## src/rtl/dm_pkg.sv

```systemverilog
// ---------------------------------------------------------------------------
// dm_pkg
// Shared definitions for the data-memory read path.
//   DM_WORDS        : number of 32-bit words in the data memory (4KB).
//   LOAD_*          : req_type encodings understood by the load unit.
//   dm_state_t      : control states of dm_load_unit.
//   is_known_load() : true for the five legal req_type codes.
// ---------------------------------------------------------------------------
package dm_pkg;

  localparam int DM_WORDS = 1024;

  localparam logic [2:0] LOAD_LB  = 3'b000;
  localparam logic [2:0] LOAD_LH  = 3'b001;
  localparam logic [2:0] LOAD_LW  = 3'b010;
  localparam logic [2:0] LOAD_LBU = 3'b100;
  localparam logic [2:0] LOAD_LHU = 3'b101;

  typedef enum logic [2:0] {
    ST_IDLE     = 3'd0,
    ST_ISSUE    = 3'd1,
    ST_WAIT     = 3'd2,
    ST_ERR_RESP = 3'd3,
    ST_RESP     = 3'd4
  } dm_state_t;

  // Codes 011, 110 and 111 are reserved and always rejected.
  function automatic logic is_known_load(input logic [2:0] load_type);
    return (load_type == LOAD_LB)  || (load_type == LOAD_LH)  ||
           (load_type == LOAD_LW)  || (load_type == LOAD_LBU) ||
           (load_type == LOAD_LHU);
  endfunction

endpackage

```

## src/rtl/dm_load_align.sv

```systemverilog
// ---------------------------------------------------------------------------
// dm_load_align
// Purely combinational little-endian extraction of a load result from a
// 32-bit memory word, plus the legality check for the request.
// Ports:
//   word        in  32  memory word containing the addressed data
//   byte_offset in  2   byte address bits [1:0]
//   load_type   in  3   lb/lh/lw/lbu/lhu encoding (see dm_pkg)
//   data        out 32  extracted and sign/zero-extended result (0 if illegal)
//   illegal     out 1   misaligned address or unknown load type
// The illegal flag depends only on byte_offset and load_type, so the unit can
// evaluate legality at accept time without a valid memory word.
// ---------------------------------------------------------------------------
module dm_load_align
  import dm_pkg::*;
(
  input  logic [31:0] word,
  input  logic [1:0]  byte_offset,
  input  logic [2:0]  load_type,
  output logic [31:0] data,
  output logic        illegal
);

  logic [7:0]  byte_sel;
  logic [15:0] half_sel;

  // Pick the addressed byte lane and halfword lane out of the word.
  always_comb begin
    byte_sel = word[7:0];
    case (byte_offset)
      2'd0: byte_sel = word[7:0];
      2'd1: byte_sel = word[15:8];
      2'd2: byte_sel = word[23:16];
      2'd3: byte_sel = word[31:24];
      default: byte_sel = word[7:0];
    endcase
    half_sel = byte_offset[1] ? word[31:16] : word[15:0];
  end

  // Extend according to the load type; any illegal request yields zero data
  // so an error response never carries stale memory contents.
  always_comb begin
    data    = '0;
    illegal = 1'b0;
    case (load_type)
      LOAD_LB:  data = {{24{byte_sel[7]}}, byte_sel};
      LOAD_LBU: data = {24'd0, byte_sel};
      LOAD_LH: begin
        illegal = byte_offset[0];
        data    = {{16{half_sel[15]}}, half_sel};
      end
      LOAD_LHU: begin
        illegal = byte_offset[0];
        data    = {16'd0, half_sel};
      end
      LOAD_LW: begin
        illegal = |byte_offset;
        data    = word;
      end
      default: begin
        illegal = 1'b1;
        data    = '0;
      end
    endcase
    if (illegal || !is_known_load(load_type)) begin
      data = '0;
    end
  end

endmodule

```

## src/rtl/dm_load_unit.sv

```systemverilog
// ---------------------------------------------------------------------------
// dm_load_unit
// Read-side controller for the 1024 x 32-bit data memory. Accepts one load
// at a time, performs a single synchronous word read, extracts/extends the
// result and returns it on a valid/ready response channel.
// Parameters:
//   ADDR_BITS   byte-address bits used (upper request bits ignored, 4KB wrap)
//   INDEX_BITS  width of the memory word index
// Ports:
//   clock, reset    single clock, synchronous active-high reset
//   req_valid/ready load request handshake
//   req_address     byte address of the load
//   req_type        lb/lh/lw/lbu/lhu encoding
//   resp_valid/ready response handshake
//   resp_data       extracted load result
//   resp_error      misaligned address or illegal type
//   mem_read_en     one-cycle read strobe to the data memory
//   mem_read_index  word index of the latched address
//   mem_read_data   memory word, valid the cycle after mem_read_en
// ---------------------------------------------------------------------------
module dm_load_unit
  import dm_pkg::*;
#(
  parameter int ADDR_BITS  = 12,
  parameter int INDEX_BITS = ADDR_BITS - 2
)
(
  input  logic                  clock,
  input  logic                  reset,
  input  logic                  req_valid,
  output logic                  req_ready,
  input  logic [31:0]           req_address,
  input  logic [2:0]            req_type,
  output logic                  resp_valid,
  input  logic                  resp_ready,
  output logic [31:0]           resp_data,
  output logic                  resp_error,
  output logic                  mem_read_en,
  output logic [INDEX_BITS-1:0] mem_read_index,
  input  logic [31:0]           mem_read_data
);

  dm_state_t             state;
  logic [ADDR_BITS-1:0]  addr_q;
  logic [2:0]            type_q;
  logic                  accept;
  logic [1:0]            align_offset;
  logic [2:0]            align_type;
  logic [31:0]           align_data;
  logic                  align_illegal;
  logic                  unused_addr_bits;

  // Address bits above the 4KB window deliberately have no effect.
  assign unused_addr_bits = ^req_address[31:ADDR_BITS];

  assign req_ready = (state == ST_IDLE) && !reset;
  assign accept    = req_valid && req_ready;

  // The latched address drives the read index directly, so the index is
  // stable from accept until the next accept and zero after reset.
  assign mem_read_index = addr_q[ADDR_BITS-1:2];

  // One aligner serves both jobs: in IDLE it judges the incoming request,
  // afterwards it works on the latched request and the returned word.
  assign align_offset = (state == ST_IDLE) ? req_address[1:0] : addr_q[1:0];
  assign align_type   = (state == ST_IDLE) ? req_type         : type_q;

  dm_load_align u_align (
    .word        (mem_read_data),
    .byte_offset (align_offset),
    .load_type   (align_type),
    .data        (align_data),
    .illegal     (align_illegal)
  );

  // Control FSM with registered outputs. mem_read_en is raised on the accept
  // edge so it is high exactly while in ISSUE. In RESP the first cycle lets
  // the registered result settle; resp_valid rises on the following edge and
  // stays up, with data and error frozen, until the consumer takes it.
  always_ff @(posedge clock) begin
    if (reset) begin
      state       <= ST_IDLE;
      addr_q      <= '0;
      type_q      <= LOAD_LB;
      resp_valid  <= 1'b0;
      resp_data   <= '0;
      resp_error  <= 1'b0;
      mem_read_en <= 1'b0;
    end else begin
      case (state)
        ST_IDLE: begin
          if (accept) begin
            addr_q <= req_address[ADDR_BITS-1:0];
            type_q <= req_type;
            if (align_illegal) begin
              state <= ST_ERR_RESP;
            end else begin
              state       <= ST_ISSUE;
              mem_read_en <= 1'b1;
            end
          end
        end
        ST_ISSUE: begin
          mem_read_en <= 1'b0;
          state       <= ST_WAIT;
        end
        ST_WAIT: begin
          resp_data  <= align_data;
          resp_error <= 1'b0;
          state      <= ST_RESP;
        end
        ST_ERR_RESP: begin
          resp_data  <= '0;
          resp_error <= 1'b1;
          state      <= ST_RESP;
        end
        ST_RESP: begin
          if (!resp_valid) begin
            resp_valid <= 1'b1;
          end else if (resp_ready) begin
            resp_valid <= 1'b0;
            state      <= ST_IDLE;
          end
        end
        default: begin
          state       <= ST_IDLE;
          mem_read_en <= 1'b0;
          resp_valid  <= 1'b0;
        end
      endcase
    end
  end

endmodule

```

## config.mk

```make
export PLATFORM = sky130hd
export DESIGN_NAME = dm_load_unit
export DESIGN_NICKNAME = d
export VERILOG_FILES = /design/src/rtl/dm_pkg.sv /design/src/rtl/dm_load_align.sv /design/src/rtl/dm_load_unit.sv
export SDC_FILE = /design/constraint.sdc
export NUM_CORES = 1
export LEC_CHECK = 0
export BUFFER_PORTS_ARGS = -buffer_cell sky130_fd_sc_hd__buf_4
export CAP_MARGIN = 20
export CORE_MARGIN = 2
export CORE_UTILIZATION = 48
export CTS_CLUSTER_SIZE = 40
export DETAILED_ROUTE_END_ITERATION = 8
export PLACE_DENSITY = 0.87
export SLEW_MARGIN = 20
export SYNTH_ARGS = -nofsm -noshare
export SYNTH_HDL_FRONTEND = slang
export SYNTH_HIERARCHICAL = 1
export SYNTH_SLANG_ARGS = --single-unit
```

## constraint.sdc

```tcl
create_clock -name clock -period 3.1 [get_ports clock]
set_input_delay 0.155 -clock clock [delete_from_list [all_inputs] [get_ports clock]]
set_output_delay 0.155 -clock clock [all_outputs]
set_load 0.1 [all_outputs]
```

==> results of run 1 <==
power groups by stage:
stage	Sequential, µW	Combinational (µW)	Clock [µW]
after global placement	777	1030	0
after global routing	772	1130	418
after detailed placement	780	1040	0
after floorplan	953	692	0
final	764	1060	384
after CTS	764	1050	398
sequential cells by signal, summed over array words and instances, names as in the netlist:
signal       flops
addr_q          12
type_q           3
state            3
resp_valid       1
mem_read_en      1
resp_data       32
resp_error       1
cell type report:
| class | count | area (µm²) |
|---|---|---|
| clock buffer | 7 | 86.33 |
| fill | 548 | 2300 |
| inverter | 2 | 7.507 |
| multi-input combinational | 269 | 1634 |
| sequential | 53 | 1061 |
| tap | 75 | 93.84 |
| timing repair buffer | 103 | 773.2 |
kinds of logic after synthesis:
logic type	count (synthesis)
muxes	21
DFF	53
AOI/OAI and AO/OA	107
buffers and inverters	47
and+or+nand+nor	141
cells in the mapped netlist:
| cell type | instances |
|---|---|
| a21oi_1 | 84 |
| a21oi_2 | 2 |
| a22oi_1 | 8 |
| a22oi_4 | 1 |
| a32oi_1 | 8 |
| a32oi_4 | 1 |
| and2b_1 | 1 |
| buf_1 | 1 |
| buf_2 | 11 |
| buf_4 | 12 |
| buf_6 | 5 |
| clkbuf_1 | 15 |
| clkbuf_2 | 1 |
| dfxtp_1 | 53 |
| inv_1 | 2 |
| mux2_2 | 19 |
| mux2_4 | 2 |
| nand2_1 | 81 |
| nand2b_1 | 2 |
| nand3_1 | 9 |
| nand3b_1 | 32 |
| nand4bb_1 | 1 |
| nor2_1 | 3 |
| nor2b_1 | 2 |
| nor3_1 | 2 |
| nor3_2 | 1 |
| nor3b_4 | 1 |
| nor4_1 | 3 |
| nor4b_4 | 1 |
| o21ai_0 | 1 |
| o21ai_1 | 1 |
| o21ba_2 | 1 |
| or2b_1 | 1 |
| or4b_1 | 1 |
metrics by stage:
stage	util	total power, µW	std cells
floorplan	-	1645	369
global placement	0.5987	1804	502
detailed placement	0.5987	1822	502
CTS	0.6132	2207	509
global route	0.6139	2321	509
finish	0.6139	2209	509
routing by layer:
layer | wire [µm] | part of all wire | GRT usage | vias up
li1 | - | - | - | 1410
met1 | 3309 | 0.42 | 0.3057 | 1335
met2 | 3929 | 0.50 | 0.3927 | 95
met3 | 555 | 0.070 | 0.04348 | 10
met4 | 119 | 0.015 | 0.07869 | 0
met5 | 0 | 0 | 0 | -
path summary, 6_finish.rpt:
kind / startpoint / to / cells past startpoint
max: state[1] / resp_data[21] / 8
min reg2reg: resp_data[15] / resp_data[15] / 2
min: req_address[3] / addr_q[3] / 3
max reg2reg: state[1] / resp_data[21] / 8
worst register-to-register path: cells and delay by family, from the launching register on:
kind,cells,cell delay (ns)
AND/OR/NAND/NOR,2,0.34
buffers and inverters,1,0.17
AO/OA/AOI/OAI,3,0.62
flip-flops,1,0.41
multiplexers,2,0.86
==> metrics.md, run 1 <==
| Metric | Value |
|---|---|
| Avg Cell Area, Syn | `8.019 µm²` |
| Synthesized area | `~3000 µm²` |
| Largest net degree at the start of global routing | `55` |
| Min-Delay Path Class | `in2reg` |
| Clk buf depth | `2` |
| Wire length of the first global-routing pass | `12.56 mm` |
| Outcome | `complete, no violations` |
| CTS Hold Bufs | `0` |
| Library cells used by synthesis | `34` |
| Crit path DAT | `2.68 ns` |
| Post-synth top area share | `0.3586` |
| Core area | `a little under 6000 µm²` |
| First-pass DRT Iterations | `4` |
| Num CTS Buffers | `5` |
| Reg power frac | `0.346` |
| Die height | `82.52 µm` |
| Yosys warns | `6` |
| Final min period | `~2.5 ns` |
| Post-synthesis mux area share | `0.08245` |
| Slew headroom | `0.4392` |
| Via count | `2850` |
| Synthesis-stage register bit count | `between 50 and 60` |
| Post-CTS Resized | `0` |
| Slowest CP cell | `mux2_2` |
| Post-Synth Adder-Cell Area | `0` |
| DP Wirelength | `~5.6 mm` |
| Pint | `1240 µW` |
| CP delay by family, top | `multiplexers` |
| Place WS | `0.5718 ns` |
| Worst-path fanout max | `16` |
| Hold Fails Final Rpt | `0` |
| WS Path Type | `reg2reg` |
| Critical path data required time | `about 3.3 ns` |
| Post-CTS Setup Bufs | `0` |
| CTS Root Cell | `clkbuf_8` |
| Post-layout net count | `505` |
| # setup viols final | `0` |
| Ports | `117` |
| Leakage | `0.001420 µW` |
| Floorplan row count | `28` |
| DIE AREA | `6809 µm²` |
| Total GRT Usage | `0.2352` |
| N_diodes | `0` |
| WHS | `0.1011 ns` |
| Final Max Tran Viols | `0` |
| Share of cells above drive strength 1 | `0.3226` |
| Routed vias/inst | `approximately 5.6` |
| Cell area after layout | `3656 µm²` |
| Drt initial violations | `between 200 and 250` |
| Worst-path clk slew | `0.09 ns` |
| Crit path buffers/inverters | `1` |
| Most common cell on crit path | `a21oi_1` |
| Clock Latency Late Sink | `just under 0.3 ns` |
| Die width | `82.52 µm` |
| Dominant combinational cell family by area after synthesis | `simple AND/OR/NAND/NOR gates` |
| Switch share | `0.4385` |
| CTS tree | `built` |
| Crit path launch type | `register` |
| Initial Utilization | `0.4968` |
| Cells after Synth | `369` |
| Synth Area in Simple Gates | `0.2512` |
| Worst-path cell chain | `nor3_1, buf_4, mux2_2, mux2_4, a22oi_4, a21oi_1, nand3b_1, a21oi_1` |
| Buffers on Ports | `96` |
| Antenna Violating Nets Remaining | `0` |
| Worst path max stage delay | `approximately 0.47 ns` |
| Max cap viols | `0` |
| Syn Nets | `440` |
| Post-DP Area | `~3600 µm²` |
| Logic pwr share | `0.480` |
| Worst Skew | `about 0.0066 ns` |
| Num Clock Sinks | `between 50 and 60` |
| Vias in the first global route | `2690` |
| Psw | `between 900 and 1000 µW` |
| TNS Setup | `0 ns` |
| Clock network power share | `0.174` |
| H-tree Lvls | `2` |
| Detailed-route wire length per cell | `15.55 µm` |
| DRC viols | `0` |
| Most common cell after layout, fill and taps aside | `buf_4` |
| Worst setup margin | `0.5741 ns` |
| Compound-Gate Fraction of Synth Area | `0.2152` |
| Most frequent cells in the layout | `buf_4, a21oi_1, nand2_1` |
| Fmax | `0.3959 GHz` |
| Top cells by area, synth | `dfxtp_1, a21oi_1, nand2_1, nand3b_1, mux2_2` |
| P&R area growth vs syn | `23.55%` |
| Crit. End Element | `register` |
| R2R Setup Slk | `0.57 ns` |
| Dominant cell type by area after synthesis | `dfxtp_1` |
| GPL Wtd Cong | `0.8813` |
| VDD IR max | `0.0002889 V` |
| Initial antenna violation count | `0` |
| Final global-route overflow total | `0` |
| Post-Synth XOR/XNOR Area | `0` |
| Total Wirelength | `7.913 mm` |
| Sequential area share after synthesis | `0.3586` |
| Least-Margin Pin Slew | `between 0.8 and 0.9 ns` |
| RSZ-0062 raised after global routing | `false` |
| Final period utilization | `0.8148` |
| Pwr Density | `604.1 nW/µm²` |
Power figures use the tool's default switching activity.
==> run 2, diff against run 1 <==
Clock period 3.1 ns to 2.54 ns, I/O delays scaled along.
==> run 2 against run 1 <==
Routed wire length increased by 1.9%. Highest routed layer unchanged. First-iteration DRC count increased by 27%. Critical endpoint is now resp_data[7]. Sequential share of layout area decreased by 0.61 points. Final area increased by 2.2%. Non-clock buffer count increased by 3. Via count increased by 0.91%. Clock power increased by 55%. Global-route usage decreased by 0.30 points.
==> metrics.md, run 2 (synthesis gave the netlist of run 1 again) <==
| Metric | Value |
|---|---|
| Worst-path clk slew | `0.09 ns (about the same)` |
| Crit. Startpoint | `state[1] (unchanged)` |
| Outcome | `complete, no violations (unchanged)` |
| R2R Setup Slk | `0.23 ns (was 0.57 ns)` |
| Fmax | `0.4332 GHz (was 0.3959 GHz)` |
| Final global-route overflow total | `0 (unchanged)` |
| First-pass DRT Iterations | `5 (was 4)` |
| Critical path data required time | `2.78 ns (was 3.25 ns)` |
| Via count | `2876 (was 2850)` |
| Floorplan row count | `28 (unchanged)` |
| Die height | `82.52 µm (unchanged)` |
| Post-CTS Setup Bufs | `0 (unchanged)` |
| # setup viols final | `0 (unchanged)` |
| Min-Delay Path Class | `in2reg (unchanged)` |
| Max cap viols | `0 (unchanged)` |
| TNS Setup | `0 ns (unchanged)` |
| Antenna Violating Nets Remaining | `0 (unchanged)` |
| DIE AREA | `6809 µm² (unchanged)` |
| Crit path launch type | `register (unchanged)` |
| Hold Fails Final Rpt | `0 (unchanged)` |
| Initial antenna violation count | `0 (unchanged)` |
| Worst-path fanout max | `9 (was 16)` |
| Post-layout net count | `508 (was 505)` |
| Crit Reg-Reg Endpoint | `resp_data[7] (was resp_data[21])` |
| Num CTS Buffers | `5 (unchanged)` |
| Pwr Density | `766.0 nW/µm² (was 604.1 nW/µm²)` |
| Drt initial violations | `286 (was 226)` |
| Worst setup path end | `resp_data[7] (was resp_data[21])` |
| R2R cell count | `9 (was 8)` |
| H-tree Lvls | `2 (unchanged)` |
| Clock Latency Late Sink | `0.31 ns (was 0.29 ns)` |
| Most frequent cells in the layout | `buf_4, a21oi_1, nand2_1 (unchanged)` |
| Share of cells above drive strength 1 | `0.3311 (was 0.3226)` |
| GPL Wtd Cong | `0.8323 (was 0.8813)` |
| Detailed-route wire length per cell | `15.72 µm (was 15.55 µm)` |
| Reg with most FFs | `resp_data (unchanged)` |
| Most common cell after layout, fill and taps aside | `buf_4 (unchanged)` |
| Wire length of the first global-routing pass | `12.28 mm (was 12.56 mm)` |
| CTS tree | `built (unchanged)` |
| Crit path DAT | `2.55 ns (was 2.68 ns)` |
| Die width | `82.52 µm (unchanged)` |
| Leakage | `0.001458 µW (was 0.001420 µW)` |
| Final Max Tran Viols | `0 (unchanged)` |
| Top flop regs | `resp_data x32, addr_q x12 (unchanged)` |
| WS Path Type | `reg2reg (unchanged)` |
| Largest net degree at the start of global routing | `55 (unchanged)` |
| Least-Margin Pin Slew | `0.8422 ns (was 0.8412 ns)` |
| Worst Skew | `0.005661 ns (was 0.006631 ns)` |
| Slew headroom | `0.4385 (was 0.4392)` |
| RSZ-0062 raised after global routing | `false (unchanged)` |
| Number of flip-flops in the largest register | `32 (unchanged)` |
| VDD IR max | `0.0003814 V (was 0.0002889 V)` |
| Total Wirelength | `8.064 mm (was 7.913 mm)` |
| Final min period | `2.308 ns (was 2.526 ns)` |
| Vias in the first global route | `2588 (was 2690)` |
| Buffers on Ports | `96 (unchanged)` |
| Final period utilization | `0.9088 (was 0.8148)` |
| N_diodes | `0 (unchanged)` |
| CTS Hold Bufs | `0 (unchanged)` |
| P&R area growth vs syn | `26.22% (was 23.55%)` |
| Hold Startpoint | `req_address[3] (unchanged)` |
| CTS Root Cell | `clkbuf_8 (unchanged)` |
| DP Wirelength | `5.676 mm (was 5.622 mm)` |
| Worst R2R Start | `state[1] (unchanged)` |
| Post-CTS Resized | `0 (unchanged)` |
| Ports | `117 (unchanged)` |
| Crit. End Element | `register (unchanged)` |
| DRC viols | `0 (unchanged)` |
| Core area | `5956 µm² (unchanged)` |
| Initial Utilization | `0.4968 (unchanged)` |
| Num Clock Sinks | `53 (unchanged)` |
| Clk buf depth | `2 (unchanged)` |
| Overall power | `2861 µW (was 2209 µW)` |
| Routed vias/inst | `5.606 (was 5.599)` |
| Total GRT Usage | `0.2322 (was 0.2352)` |
run 2: through the flow:
step                hold slack [ns]  cell area, µm²  utilization  worst slack, ns  cells
floorplan                    0.2630            2965            -          0.03770    369
global placement             0.3749            3593       0.6034           0.2166    504
detailed placement           0.3843            3593       0.6034           0.1685    504
CTS                         0.05098            3710       0.6229           0.1509    512
global route                0.05936            3735       0.6271          0.08376    513
finish                      0.05782            3735       0.6271           0.2317    513
run 2: worst min-delay path by stage:
stage / end / slack, ns / cells past startpoint
after floorplan: addr_q[0] / 0.26 / 2
after global placement: addr_q[4] / 0.37 / 3
after detailed placement: addr_q[3] / 0.38 / 3
after CTS: addr_q[3] / 0.05 / 3
after global routing: type_q[0] / 0.06 / 3
final: addr_q[3] / 0.06 / 3
run 2: final cells by class:
| type | instances | area [µm²] |
|---|---|---|
| timing repair buffer | 106 | 820.8 |
| inverter | 2 | 7.507 |
| clock inverter | 1 | 30.03 |
| multi-input combinational | 269 | 1635 |
| sequential | 53 | 1061 |
| clock buffer | 7 | 86.33 |
| fill | 548 | 2221 |
| tap | 75 | 93.84 |
run 2: worst max-delay path, stage by stage (launching register included):
cell	delay (ns)
dfxtp_1	0.32
nor3_1	0.20
buf_4	0.18
mux2_2	0.44
nor2b_1	0.28
buf_4	0.22
a32oi_1	0.11
a21oi_1	0.22
nand3b_1	0.12
a21oi_1	0.16
run 2: power breakdown:
group          internal, µW  switching [µW]
logic                   438             905
clock network           322             274
registers               892            30.8
total                  1650            1210
run 2: per-layer routing:
layer,part of all wire,track usage,vias up
met4,0.011,0.07377,0
met5,0,0,-
met3,0.068,0.04565,10
met2,0.50,0.3806,116
li1,-,-,1417
met1,0.42,0.3075,1333
==> run 3, diff against run 2 <==
Settings changed: ABC_AREA set to 1.
==> run 3 against run 2 <==
Register-to-register slack is essentially flat. Combinational power is 49% higher. Area after synthesis is 2.7% higher. Sequential power grew 6.7%.
==> metrics.md, run 3 <==
| Metric | Value |
|---|---|
| Leakage | `0.001866 µW (was 0.001458 µW)` |
| H-tree Lvls | `2 (unchanged)` |
| Post-synth EDFFs | `0 (unchanged)` |
| Overall power | `3563 µW (was 2861 µW)` |
| DRC viols | `0 (unchanged)` |
| Min-Delay Path Class | `in2reg (unchanged)` |
| Dominant synthesized flop cell | `dfxtp_1 (unchanged)` |
| Reg power frac | `0.276 (was 0.322)` |
| Switch share | `0.4955 (was 0.4228)` |
| Crit path launch type | `register (unchanged)` |
| R2R cell count | `12 (was 9)` |
| # setup viols final | `0 (unchanged)` |
| Worst-path fanout max | `11 (was 9)` |
| Total GRT Usage | `0.2362 (was 0.2322)` |
| Max cap viols | `0 (unchanged)` |
| Most common cell on crit path | `nand2_1` |
| Routed vias/inst | `5.109 (was 5.606)` |
| Floorplan row count | `28 (unchanged)` |
| Die height | `83.56 µm (was 82.52 µm)` |
| WS Path Type | `reg2reg (unchanged)` |
| Synthesized area | `3038 µm² (was 2959 µm²)` |
| Worst R2R Start | `state[1] (unchanged)` |
| Share of cells above drive strength 1 | `0.2513 (was 0.3311)` |
| Crit. Startpoint | `state[1] (unchanged)` |
| CP delay by family, top | `simple AND/OR/NAND/NOR gates (unchanged)` |
| DIE AREA | `6981 µm² (was 6809 µm²)` |
| Critical path data required time | `2.78 ns (about the same)` |
| CTS Root Cell | `clkbuf_8 (unchanged)` |
| Clk buf depth | `2 (unchanged)` |
| Vias in the first global route | `3049 (was 2588)` |
| Yosys warns | `6 (unchanged)` |
| Final Max Tran Viols | `0 (unchanged)` |
| Worst-path cell chain | `nor2_4, nand2_1, nand2_1, o21ai_1, nor2_1, nand2_1, nor2_4, buf_4, nor2_1, a21oi_1, nand2_1, a21oi_1 (was nor3_1, buf_4, mux2_2, nor2b_1, buf_4, a32oi_1, a21oi_1, nand3b_1, a21oi_1)` |
| Ports | `117 (unchanged)` |
| Avg Cell Area, Syn | `6.342 µm² (was 8.019 µm²)` |
| Wire length of the first global-routing pass | `13.86 mm (was 12.28 mm)` |
| Crit path DAT | `2.54 ns (was 2.55 ns)` |
| Post-layout net count | `635 (was 508)` |
| Post-synth top area share | `0.3493 (was 0.3586)` |
| Detailed-route wire length per cell | `13.10 µm (was 15.72 µm)` |
| Final-layout fill cell count | `575 (was 548)` |
| Library cells used by synthesis | `26 (was 34)` |
| Worst Skew | `0.009917 ns (was 0.005661 ns)` |
| Cell area after layout | `3899 µm² (was 3735 µm²)` |
| Outcome | `complete, no violations (unchanged)` |
| TNS Setup | `0 ns (unchanged)` |
| Final min period | `2.294 ns (was 2.308 ns)` |
| Num CTS Buffers | `5 (unchanged)` |
| Top flop regs | `resp_data x32, addr_q x12 (unchanged)` |
| Syn Nets | `550 (was 440)` |
| First-pass DRT Iterations | `5 (unchanged)` |
| Slew headroom | `0.6483 (was 0.4385)` |
| Clock network power share | `0.165 (was 0.208)` |
| Top cells by count, synth | `nand2_1, a21oi_1, dfxtp_1, nor2_1, inv_1 (was a21oi_1, nand2_1, dfxtp_1, nand3b_1, mux2_2)` |
| Number of flip-flops in the largest register | `32 (unchanged)` |
| Core area | `6026 µm² (was 5956 µm²)` |
| Reg with most FFs | `resp_data (unchanged)` |
| Fmax | `0.4358 GHz (was 0.4332 GHz)` |
| Via count | `3270 (was 2876)` |
| Initial Utilization | `0.5042 (was 0.4968)` |
| Num Clock Sinks | `53 (unchanged)` |
| Most common cell in the netlist | `nand2_1 (was a21oi_1)` |
| Synthesis-stage register bit count | `53 (unchanged)` |
| Psw | `1766 µW (was 1210 µW)` |
| Post-DP Area | `3720 µm² (was 3593 µm²)` |
| Buffers on Ports | `96 (unchanged)` |
| Most common cell after layout, fill and taps aside | `nand2_1 (was buf_4)` |
| Cells after Synth | `479 (was 369)` |
| Largest net degree at the start of global routing | `41 (was 55)` |
| N_diodes | `0 (unchanged)` |
| Most frequent cells in the layout | `nand2_1, buf_4, a21oi_1 (was buf_4, a21oi_1, nand2_1)` |
| Total Wirelength | `8.386 mm (was 8.064 mm)` |
| Drt initial violations | `256 (was 286)` |
| R2R Setup Slk | `0.25 ns (was 0.23 ns)` |
| GPL Wtd Cong | `0.9277 (was 0.8323)` |
| Die width | `83.56 µm (was 82.52 µm)` |
| Pwr Density | `914.0 nW/µm² (was 766.0 nW/µm²)` |
| Final period utilization | `0.9033 (was 0.9088)` |
| P&R area growth vs syn | `28.34% (was 26.22%)` |
| Final global-route overflow total | `0 (unchanged)` |
| Worst path max stage delay | `0.40 ns (was 0.44 ns)` |
| Initial antenna violation count | `0 (unchanged)` |
| CTS tree | `built (unchanged)` |
| Crit path buffers/inverters | `1 (was 2)` |
| Worst setup path end | `resp_data[31] (was resp_data[7])` |
| Sequential area share after synthesis | `0.3493 (was 0.3586)` |
| Hold Fails Final Rpt | `0 (unchanged)` |
| Crit Reg-Reg Endpoint | `resp_data[31] (was resp_data[7])` |
| Top cells by area, synth | `dfxtp_1, nand2_1, a21oi_1, nand3_1, nor2_1 (was dfxtp_1, a21oi_1, nand2_1, nand3b_1, mux2_2)` |
| Dominant cell type by area after synthesis | `dfxtp_1 (unchanged)` |
| VDD IR max | `0.0006487 V (was 0.0003814 V)` |
| Pint | `1798 µW (was 1651 µW)` |
| Crit. End Element | `register (unchanged)` |
| Logic pwr share | `0.559 (was 0.469)` |
| Final core occ | `0.6470 (was 0.6271)` |
| Worst-path clk slew | `0.11 ns (was 0.09 ns)` |
| Synth async-reset ratio | `0 (unchanged)` |
| Number of cells on the critical path | `12 (was 9)` |
| DP Wirelength | `6.103 mm (was 5.676 mm)` |
| RSZ-0062 raised after global routing | `false (unchanged)` |
| Slowest CP cell | `dfxtp_1 (was mux2_2)` |
| Antenna Violating Nets Remaining | `0 (unchanged)` |
| Least-Margin Pin Slew | `0.5262 ns (was 0.8422 ns)` |
| Clock Latency Late Sink | `0.31 ns (about the same)` |
[run 3: changes by cell type in the layout (fill, tap and decap cells not counted), moves of 25 or more]
cell | before | now
nand2_1 | 81 | 172
inv_1 | 2 | 40
nor2_1 | 3 | 41
nand3b_1 | 32 | 0
a21oi_1 | 84 | 58
nand3_1 | 9 | 34
[run 3: timing repair]
item                                    in CTS  in global routing
hold buffers                                 4                  0
hold endpoints to repair                     4                  0
endpoints found under the setup margin       0                 32
buffers inserted                             0                  3
resized for setup                            0                  3
[run 3: worst min-delay path by stage]
stage,from,endpoint,slack (ns),cells past startpoint
floorplan,req_address[10],addr_q[10],0.24,2
global placement,req_address[11],addr_q[11],0.32,3
detailed placement,req_address[8],addr_q[8],0.32,3
CTS,req_address[6],addr_q[6],0.0005,3
global route,req_address[2],addr_q[2],0.003,3
finish,req_address[2],addr_q[2],0.002,3
[run 3: power by group through the flow]
stage               registers, µW  logic (µW)  clock network [µW]
global placement              996        1930                   0
detailed placement           1000        1960                   0
global route                  996        2160                 632
floorplan                    1310        1250                   0
CTS                           984        1970                 594
finish                        984        1990                 588
[run 3: cells by family after synthesis]
family	Yosys count	share of synthesized area
buf+inv	80	0.1334
simple gates	260	0.3629
flops	53	0.3493
compound gates	86	0.1545
[run 3: area by class of cell]
class                   count  area, µm²  share of cell area
clock inverters             3      46.29             0.01187
repair buffers            114      890.9              0.2285
inverters                  44      166.4             0.04268
well taps                  75      93.84             0.02407
clock buffers               5      68.82             0.01765
flip-flops and latches     53       1061              0.2721
multi-input cells         346       1572              0.4031
[run 3: routing by layer]
metal | vias to the layer above | wire length (µm) | track usage
met2 | 150 | 4037 | 0.4164
li1 | 1669 | - | -
met1 | 1440 | 3514 | 0.2912
met5 | - | 0 | 0
met4 | 0 | 99 | 0.04692
met3 | 11 | 734 | 0.06231
[run 3: stage by stage]
step / hold slack, ns / worst slack (ns) / cells
final: 0.002093 / 0.2455 / 640
after global routing: 0.003370 / 0.01968 / 640
after CTS: 0.0004780 / 0.06634 / 637
after detailed placement: 0.3249 / 0.1039 / 625
after global placement: 0.3212 / 0.2095 / 625
after floorplan: 0.2375 / 0.2757 / 479
[run 3: worst min-delay path: stages]
cell and delay (ns):
buf_4 0.08, nand2_1 0.04, nand2_1 0.05
